File: src/rtl/popcnt_pkg.sv
// Shared types and helpers for the serial population counter.
package popcnt_pkg;

    typedef enum logic [1:0] {
        StIdle  = 2'd0,
        StCount = 2'd1,
        StDone  = 2'd2
    } state_e;

    function automatic int unsigned cnt_width(input int unsigned w);
        return $clog2(w + 1);
    endfunction

endpackage

File: src/rtl/popcnt_lane.sv
// Combinational popcount of one LANES-bit slice.
module popcnt_lane
    import popcnt_pkg::*;
#(
    parameter  int unsigned LANES = 4,
    localparam int unsigned OUT_W = cnt_width(LANES)
) (
    input  logic [LANES-1:0] bits,
    output logic [OUT_W-1:0] count
);

    always_comb begin
        count = '0;
        for (int i = 0; i < LANES; i++) begin
            count = count + OUT_W'(bits[i]);
        end
    end

endmodule

File: src/rtl/popcnt_serial_hs.sv
// Multi-cycle ones/zeros counter with valid/ready handshakes on both sides.
// Define POPCNT_ABORT_EN to add a synchronous abort input.
module popcnt_serial_hs
    import popcnt_pkg::*;
#(
    parameter  int unsigned WIDTH = 16,
    parameter  int unsigned LANES = 4,
    localparam int unsigned CNT_W = cnt_width(WIDTH)
) (
    input  logic             clk,
    input  logic             reset,
    input  logic             in_valid,
    output logic             in_ready,
    input  logic [WIDTH-1:0] in_data,
    input  logic             in_count_zeros,
    output logic             out_valid,
    input  logic             out_ready,
    output logic [CNT_W-1:0] out_count,
    output logic             busy
`ifdef POPCNT_ABORT_EN
    ,
    input  logic             abort
`endif
);

    localparam int unsigned STEPS  = WIDTH / LANES;
    localparam int unsigned LANE_W = cnt_width(LANES);
    localparam int unsigned IDX_W  = (STEPS > 1) ? $clog2(STEPS) : 1;

    if (LANES < 1 || LANES > WIDTH || (WIDTH % LANES) != 0) begin : g_param_check
        $error("popcnt_serial_hs: WIDTH must be a non-zero multiple of LANES");
    end

    state_e             state_q, state_d;
    logic [WIDTH-1:0]   shreg_q, shreg_d;
    logic [IDX_W-1:0]   idx_q, idx_d;
    logic [CNT_W-1:0]   acc_q, acc_d;
    logic [LANE_W-1:0]  lane_cnt;
    logic               abort_req;

`ifdef POPCNT_ABORT_EN
    assign abort_req = abort;
`else
    assign abort_req = 1'b0;
`endif

    popcnt_lane #(
        .LANES (LANES)
    ) u_lane (
        .bits  (shreg_q[LANES-1:0]),
        .count (lane_cnt)
    );

    always_comb begin
        state_d   = state_q;
        shreg_d   = shreg_q;
        idx_d     = idx_q;
        acc_d     = acc_q;
        in_ready  = 1'b0;
        out_valid = 1'b0;
        unique case (state_q)
            StIdle: begin
                // Abort outranks a new word, so ready is withheld while it is high.
                in_ready = !abort_req;
                if (in_valid && !abort_req) begin
                    shreg_d = in_count_zeros ? ~in_data : in_data;
                    acc_d   = '0;
                    idx_d   = '0;
                    state_d = StCount;
                end
            end
            StCount: begin
                if (abort_req) begin
                    acc_d   = '0;
                    state_d = StIdle;
                end else begin
                    acc_d   = acc_q + CNT_W'(lane_cnt);
                    shreg_d = shreg_q >> LANES;
                    idx_d   = idx_q + IDX_W'(1);
                    if (idx_q == IDX_W'(STEPS - 1)) begin
                        state_d = StDone;
                    end
                end
            end
            StDone: begin
                out_valid = !abort_req;
                if (abort_req) begin
                    acc_d   = '0;
                    state_d = StIdle;
                end else if (out_ready) begin
                    state_d = StIdle;
                end
            end
            default: state_d = StIdle;
        endcase
    end

    always_ff @(posedge clk or posedge reset) begin
        if (reset) begin
            state_q <= StIdle;
            shreg_q <= '0;
            idx_q   <= '0;
            acc_q   <= '0;
        end else begin
            state_q <= state_d;
            shreg_q <= shreg_d;
            idx_q   <= idx_d;
            acc_q   <= acc_d;
        end
    end

    // The accumulator doubles as the result register; it holds after DONE.
    assign out_count = acc_q;
    assign busy      = (state_q != StIdle);

endmodule

File: config.mk
export PLATFORM = sky130hd
export DESIGN_NAME = popcnt_serial_hs
export DESIGN_NICKNAME = d
export VERILOG_FILES = /design/src/rtl/popcnt_pkg.sv /design/src/rtl/popcnt_lane.sv /design/src/rtl/popcnt_serial_hs.sv
export SDC_FILE = /design/constraint.sdc
export NUM_CORES = 1
export LEC_CHECK = 0
export BUFFER_PORTS_ARGS = -buffer_cell sky130_fd_sc_hd__buf_2
export CORE_MARGIN = 2
export CORE_UTILIZATION = 45
export CTS_CLUSTER_SIZE = 28
export DETAILED_ROUTE_END_ITERATION = 8
export GPL_TIMING_DRIVEN = 0
export PLACE_DENSITY = 0.67
export SLEW_MARGIN = 25
export SYNTH_ARGS = -nofsm -noshare
export SYNTH_HDL_FRONTEND = slang
export SYNTH_SLANG_ARGS = --single-unit
File: constraint.sdc
create_clock -name clk -period 3.2 [get_ports clk]
set_clock_uncertainty 0.1 [all_clocks]
set_input_delay 0.32 -clock clk [delete_from_list [all_inputs] [get_ports clk]]
set_output_delay 0.32 -clock clk [all_outputs]
set_load 0.03 [all_outputs]
; After elaboration in Yosys (flattened, before gate mapping)
; Cells that the tools add are included.
[totals]
in_bits = 21
register_bits = 25
output_inout_bits = 8
[classes]
n_addsub = 5
reduce_logical = 5
muxes = 13
bitwise_logic = 1
eq_ne = 6
[op_table]
columns = operator, count
row1 = $mux 16, 2
row2 = $pmux 16 s2, 1
row3 = $not 16->16, 1
row4 = $pmux 5 s2, 1
row5 = $mux 2, 4
row6 = $add 3x1->3, 2
row7 = $ne 2x2->1 const B, 3
row8 = $pmux 2 s3, 1
row9 = $add 5x3->5, 1
row10 = $mux 5, 1
row11 = $eq 2x2->1 const B, 2
row12 = $pmux 2 s2, 1
row13 = $reduce_bool 2->1, 2
row14 = $reduce_and 3->1, 1
row15 = $add 1x1->2, 1
row16 = $add 2x1->2 const B, 1
row17 = $eq 2x1->1 const B, 1
row18 = $logic_not 2->1, 1
row19 = $mux 1, 2
row20 = $reduce_and 2->1, 1

; Longest topological paths before layout
; Gate-level depths: netlist of run 1.
[depth]
depth_word = 5
depth_mapped = 10
mapped_depth_nobuf = 10

; Hierarchy
; From an unflattened synthesis of run 1, not the netlist that was laid out.
[unflattened]
cells_unflattened = 164
area_unflattened_um2 = 1679.1
[by_module_without_submodules]
columns = module, cells_each, area_per_inst_um2, n_inst
row1 = popcnt_serial_hs, 156, 1615.3, 1
row2 = popcnt_lane, 8, 63.8, 1

; Least setup slack after synthesis of run 1
; No wires, ideal clock.
[synth_path]
path_type = reg-to-reg
start = register shreg_q[0]
end = register acc_q[4] (netlist: out_count[4])
slack_ns = 0.899
required_ns = 2.966
setup_ns = 0.134
t_arrival_ns = 2.067
stages_incl_launch_ff = 11
cell_sequence = dfrtp_1 -> ha_1 -> inv_1 -> fa_1 -> inv_1 -> ha_1 -> inv_1 -> fa_1 -> nor2b_1 -> o21a_1 -> o211ai_1
[synth_via]
elab_chain_cells = 5
[synth_lines]
columns = element, line
row1 = start: declaration, popcnt_serial_hs.sv:35  ; logic [WIDTH-1:0] shreg_q, shreg_d;
row2 = start signal: assignment, popcnt_serial_hs.sv:106  ; shreg_q <= shreg_d;
row3 = $add 1x1->2, popcnt_lane.sv:15  ; count = count + OUT_W'(bits[i]);
row4 = $add 3x1->3 (2 in a row), popcnt_lane.sv:15
row5 = $add 5x3->5, popcnt_serial_hs.sv:77  ; acc_d = acc_q + CNT_W'(lane_cnt);
row6 = $pmux 5 s2, popcnt_serial_hs.sv:61  ; unique case (state_q)
row7 = end signal: assignment, popcnt_serial_hs.sv:103  ; acc_q <= '0;
row8 = end signal: assignment, popcnt_serial_hs.sv:108  ; acc_q <= acc_d;
row9 = end: declaration, popcnt_serial_hs.sv:37  ; logic [CNT_W-1:0] acc_q, acc_d;
; No other way between the ends.
; A chain may end at the register's enable or synchronous reset.

; Worst setup path after layout of run 1
; Ends and elaborated chain as after synthesis.

==> flow_summary.yaml, run 1 <==
drt:
  drtIter0Drc: 36
  routed-via-count: 1197
  dr.pass1.iters: 4
  top_layer: "met4"
  route.detailed.drc: 0
  ant_nets: 0
  wl_per_cell_um: 13.7
  drt_wl_total_um: 3110
  met2_length_um: 1550
  viasPerCell: 5.27
  wl_met1_um: 1360
  dr_wl_met3_um: 136
setup_path:
  worstPathMaxFanout: 2
  crit_chain: "ha_1 -> inv_1 -> fa_1 -> inv_1 -> ha_1 -> inv_1 -> fa_1 -> nor2b_1 -> o21a_1 -> o211ai_1"
  rrSetupSlack_ns: 0.68
  crit_start: "shreg_q[0]"
  worstSetupPathType: "flip-flop to flip-flop"
  crit_required_ns: 3.31
  cp_top_family: "adder cells"
  worstPathArrival_ns: 2.63
  endpoint_kind: "flip-flop"
  r2r-start: "shreg_q[0]"
  start_kind: "flip-flop"
  critPathMaxStageDelay_ns: 0.41
  slowest_stage: "dfrtp_1"
  path_buf_inv: 3
  cpMostUsedCell: "inv_1"
die:
  die_area_mm2: 0.00382
  die_y_um: 61.8
  ios: 29
  start_util_pct: 48.1
  die_x_um: 61.8
  coreArea_mm2: 0.00313
  rows: 20
layout:
  mostFrequentLayoutCells: "buf_2 (27), dfrtp_1 (25), nor2b_1 (19)"
  final_nets: 213
  final_common_cell: "buf_2"
  finalNonFillerCells: 227
  drive_above_1_share_pct: 22.4
  syn2layout_area_growth_pct: 15.1
  antennaDiodeCount: 0
timing:
  rsz0062_at_grt: "no"
  max_slew.worst_pin.slew_ns: 0.884
  period_minus_slack_ns: 2.52
  setup_violations: 0
  max_freq_mhz: 397
  final.setup.tns_ns: 0
  fin_crit_sh_pct: 78.7
  maxSlewHeadroom_pct: 40.7
  drv_slew: 0
  setup_ws_ns: 0.683
  final-hold-violation-count: 0
  timing.hold.ws_ns: 0.144
logic_synthesis:
  syn-num-nets: 180
  ys_seq_area_share_pct: 41.6
  synth.top_cell.area_share_pct: 41.6
  syn_inst: 151
  synthTopCellsByArea: "dfrtp_1 (42%), nor2b_1 (7.9%), xnor2_1 (7.0%)"
  syn_avg_cell_area_um2: 9.96
  yosys.cell_types.count: 29
  syn-cell-area_mm2: 0.00150
  ys_ff_latch: 25
  synth_top_area_cell: "dfrtp_1"
  yosysWarnings: 0
grt:
  grt_pass1_vias: 1160
  antenna_found_initial: 0
  grt_use_total_pct: 18.6
  overflow: 0
  grt_max_degree: 26
  grt_pass1_wl_um: 5180
clock_network:
  clock_sinks: 25
  path_clk_slew_ns: 0.14
  numCtsBuffers: 3
  htreeDepth: 1
  post_cts_buffers: 0
  clockRootBuffer: "clkbuf_4"
  cts_tree: "built"
  clk_latency_ns: 0.33
  cts_buffer_depth: 2
worst_hold_path:
  hp-class: "input port to flip-flop"
  hold_start: "out_ready"
placement:
  io_buffers: 27
  post-dp-hpwl_um: 2350
  placed_cells_incl_taps: 222
  place_ws_ns: 0.715
  place_congestion: 0.763
job:
  drv_cap: 0
run_status:
  outcome: "complete, no violations"
power_and_ir_drop:
  p_total_w: 0.00177
  p_leak_nw: 0.806
  pwr_density_cell_mw_per_mm2: 1020
  ir_worst_vdd_mv: 0.354
layout make-up:
class / count / area [µm²]
timing repair buffer: 28 / 145
clock buffer: 3 / 22.5
buffer: 8 / 60.1
sequential: 25 / 626
tap: 44 / 55.1
multi-input combinational: 107 / 777
clock inverter: 1 / 5.00
inverter: 11 / 41.3
fill: 314 / 1400
timing repair:
item,4_1_cts,5_1_grt
hold buffers,0,1
hold endpoints to repair,0,25
gates resized for setup,0,0
worst reg2reg max path, cell delays in order (launching register included):
cell      delay [ns]
dfrtp_1         0.41
ha_1            0.30
inv_1           0.07
fa_1            0.41
inv_1           0.09
ha_1            0.17
inv_1           0.06
fa_1            0.39
nor2b_1         0.18
o21a_1          0.13
o211ai_1        0.09
report_power, final:
part	total [W]	switching, W	internal (W)
clock network	0.000145	0.0000977	0.0000470
logic	0.00105	0.000583	0.000472
registers	0.000575	0.000106	0.000469
cells by family (layout without fill, tap and decap cells):
logic type	after synthesis	after routing	share of synthesized area [%]
compound gates	44	44	19.9
simple gates	38	38	14.2
buf+inv	19	51	6.74
xor+xnor	17	17	9.90
flops	25	25	41.6
fa+ha+maj	8	8	7.65
synthesized netlist by cell type (all sizes together):
library cell	count
dfrtp	25
nor2b	20
a21oi	17
xnor2	12
inv	11
o22a	11
nand2	8
buf	7
ha	6
nor2	6
o21ai	6
xor2	5
a22o	2
fa	2
nand2b	2
a221o	1
a2bb2oi	1
a32o	1
and4	1
clkbuf	1
nand3	1
o2111ai	1
o211ai	1
o21a	1
o21bai	1
o22ai	1
registers in the layout, indices dropped and copies added (netlist names):
signal     flops
shreg_q       16
out_count      5
idx_q          2
state_q        2
per-stage QoR:
step                      instance area [µm²]  util, %
after floorplan                          1500        -
after global placement                   1690     54.2
after detailed placement                 1690     54.2
after CTS                                1720     55.0
after global routing                     1730     55.4
final                                    1730     55.4
final timing paths:
check / end / cells after the start
worst max-delay path: out_count[4] / 10
worst min-delay path: state_q[1] / 3
worst max register to register: out_count[4] / 10
worst min register to register: idx_q[0] / 1
max in group asynchronous: out_count[2] / 3
min in group asynchronous: shreg_q[3] / 3
routing by layer:
metal | vias up | track usage [%]
met5 | - | 0
met4 | 0 | 8.21
met3 | 5 | 2.07
met2 | 31 | 31.1
met1 | 584 | 24.3
li1 | 577 | -
No activity file was read; power rests on OpenSTA's default activity.
==> run 2, diff against run 1 <==
--- a/config.mk
+++ b/config.mk
@@ -11,7 +11,7 @@
 export CTS_CLUSTER_SIZE = 28
 export DETAILED_ROUTE_END_ITERATION = 8
 export GPL_TIMING_DRIVEN = 0
-export PLACE_DENSITY = 0.67
+export PLACE_DENSITY = 0.7
 export SLEW_MARGIN = 25
 export SYNTH_ARGS = -nofsm -noshare
 export SYNTH_HDL_FRONTEND = slang
==> constraint.sdc (replaced) <==
create_clock -name clk -period 2.3 [get_ports clk]
set_clock_uncertainty 0.1 [all_clocks]
set_input_delay 0.23 -clock clk [delete_from_list [all_inputs] [get_ports clk]]
set_output_delay 0.23 -clock clk [all_outputs]
set_load 0.03 [all_outputs]
==> run 2 against run 1 <==
- the flow now finishes with violations (setup timing)
- final area rose by 4.6%
- critical path depth unchanged
- highest routed layer unchanged
- sequential power increased by 43%
- register-to-register slack got worse by 0.77 ns
- critical path type unchanged
- combinational power up 63%
- largest cell class unchanged
==> flow_summary.yaml, run 2 (synthesized netlist as in run 1, its figures left out) <==
run_status:
  outcome: "finished, violations left"
  violations: "setup timing"
worst_hold_path:
  hp-class: "input port to flip-flop"
die:
  rows: 20
  die_x_um: 61.8
  die_y_um: 61.8
  coreArea_mm2: 0.00313
  die_area_mm2: 0.00382
  start_util_pct: 48.1
  ios: 29
grt:
  overflow: 0
  grt_pass1_wl_um: 5270
  gr-usage-met1_pct: 23.3
  antenna_found_initial: 0
  grtUsageMet3_pct: 3.52
  grt_max_degree: 26
  grt_pass1_vias: 1191
  grt_use_total_pct: 19.2
  top_usage_layer: "met2"
  use_met2_pct: 33.7
drt:
  drt_wl_total_um: 3300
  dr.pass1.iters: 4
  wl_per_cell_um: 14.4
  route.detailed.drc: 0
  routed-via-count: 1229
  ant_nets: 0
  viasPerCell: 5.34
  drtIter0Drc: 50
power_and_ir_drop:
  seq_power_share_pct: 29.9
  ir_worst_vdd_mv: 0.536
  switchingPower_w: 0.00121
  pwr_density_cell_mw_per_mm2: 1520
  pwr-share-clk_pct: 7.6
  p_leak_nw: 0.817
  p_int_w: 0.00153
  pwr-share-comb_pct: 62.5
  swShare_pct: 44.1
job:
  drv_cap: 0
clock_network:
  cts_buffer_depth: 2
  path_clk_slew_ns: 0.14
  htreeDepth: 1
  numCtsBuffers: 3
  clockRootBuffer: "clkbuf_4"
  clock_sinks: 25
  cts_tree: "built"
  clk_latency_ns: 0.33
layout:
  final_nets: 216
  drive_above_1_share_pct: 29.6
  regMostFlops: "shreg_q"
  syn2layout_area_growth_pct: 20.4
  largest_register_ffs: 16
  utilization_pct: 57.9
  mostFrequentLayoutCells: "buf_2 (27), dfrtp_1 (25), nor2b_1 (18)"
  nFillCells: 286
  antennaDiodeCount: 0
  final_common_cell: "buf_2"
placement:
  post-dp-hpwl_um: 2410
  io_buffers: 27
  place_congestion: 0.770
timing:
  max_slew.worst_pin.slew_ns: 0.539
  setup_violations: 2
  final-hold-violation-count: 0
  maxSlewHeadroom_pct: 64.0
  drv_slew: 0
  period_minus_slack_ns: 2.39
  setup_ws_ns: -0.0853
  final.setup.tns_ns: -0.157
  max_freq_mhz: 419
  fin_crit_sh_pct: 104
  rsz0062_at_grt: "yes"
setup_path:
  worstPathMaxFanout: 2
  endpoint_kind: "flip-flop"
  crit_required_ns: 2.42
  start_kind: "flip-flop"
  worstSetupPathType: "flip-flop to flip-flop"
  worstPathArrival_ns: 2.50
[run 2: cell types whose count changed in the layout (fill, tap and decap cells not counted), sizes merged]
cell    before  now
clkbuf       4    5
buf         34   37
clkinv       2    0
inv         10   11
[run 2: path summary, 6_finish.rpt]
path	startpoint	endpoint	slack (ns)	cells past startpoint
max reg2reg	shreg_q[1]	out_count[4]	-0.09	10
min	out_ready	state_q[1]	0.05	3
min in group asynchronous	reset	shreg_q[2]	0.37	3
min reg2reg	idx_q[0]	idx_q[0]	0.42	1
max in group asynchronous	reset	shreg_q[13]	1.37	3
max	shreg_q[1]	out_count[4]	-0.09	10
[run 2: what timing repair did]
item,CTS,global route
resized for setup,1,11
hold buffers,0,1
endpoints found under the hold margin,0,25
setup buffers,1,2
endpoints found under the setup margin,2,4
pin swaps,0,5
[run 2: power groups by stage]
stage / logic (W) / clock network [W] / registers, W
after CTS: 0.00152 / 0.000211 / 0.000805
after floorplan: 0.00107 / 0 / 0.000855
after detailed placement: 0.00149 / 0 / 0.000818
after global placement: 0.00142 / 0 / 0.000803
after global routing: 0.00192 / 0.000226 / 0.000849
final: 0.00171 / 0.000208 / 0.000822
[run 2: layer usage]
layer,part of all wire [%],wire [µm],vias to the layer above
li1,-,-,582
met1,44,1440,613
met2,51,1690,29
met3,3.7,122,5
met4,1.5,48,0
met5,0,0,-
[run 2: cell type report]
class                           instances  area [µm²]  area share [%]
Sequential cell                        25         626            34.6
Tap cell                               44        55.1            3.04
Timing Repair Buffer                   31         168            9.26
Clock buffer                            4        26.3            1.45
Buffer                                  8        60.1            3.32
Multi-Input combinational cell        107         835            46.1
Inverter                               11        41.3            2.28
[run 2: critical path: stages (launching register included)]
cell      delay, ns
dfrtp_1        0.44
ha_4           0.27
inv_2          0.03
fa_2           0.43
inv_2          0.09
ha_4           0.13
inv_2          0.04
fa_2           0.37
nor2b_2        0.15
o21a_1         0.13
o211ai_1       0.08
[run 2: metrics by stage]
| step | setup slack, ns | hold slack, ns | cell area (µm²) | std cells | power, W |
|---|---|---|---|---|---|
| after global routing | -0.168 | 0.0691 | 1810 | 230 | 0.00300 |
| final | -0.0853 | 0.0487 | 1810 | 230 | 0.00274 |
| after detailed placement | -0.143 | 0.397 | 1700 | 222 | 0.00230 |
| after global placement | -0.0983 | 0.388 | 1700 | 222 | 0.00222 |
| after floorplan | 0.0167 | 0.157 | 1510 | 151 | 0.00192 |
| after CTS | -0.137 | 0.0367 | 1730 | 227 | 0.00253 |
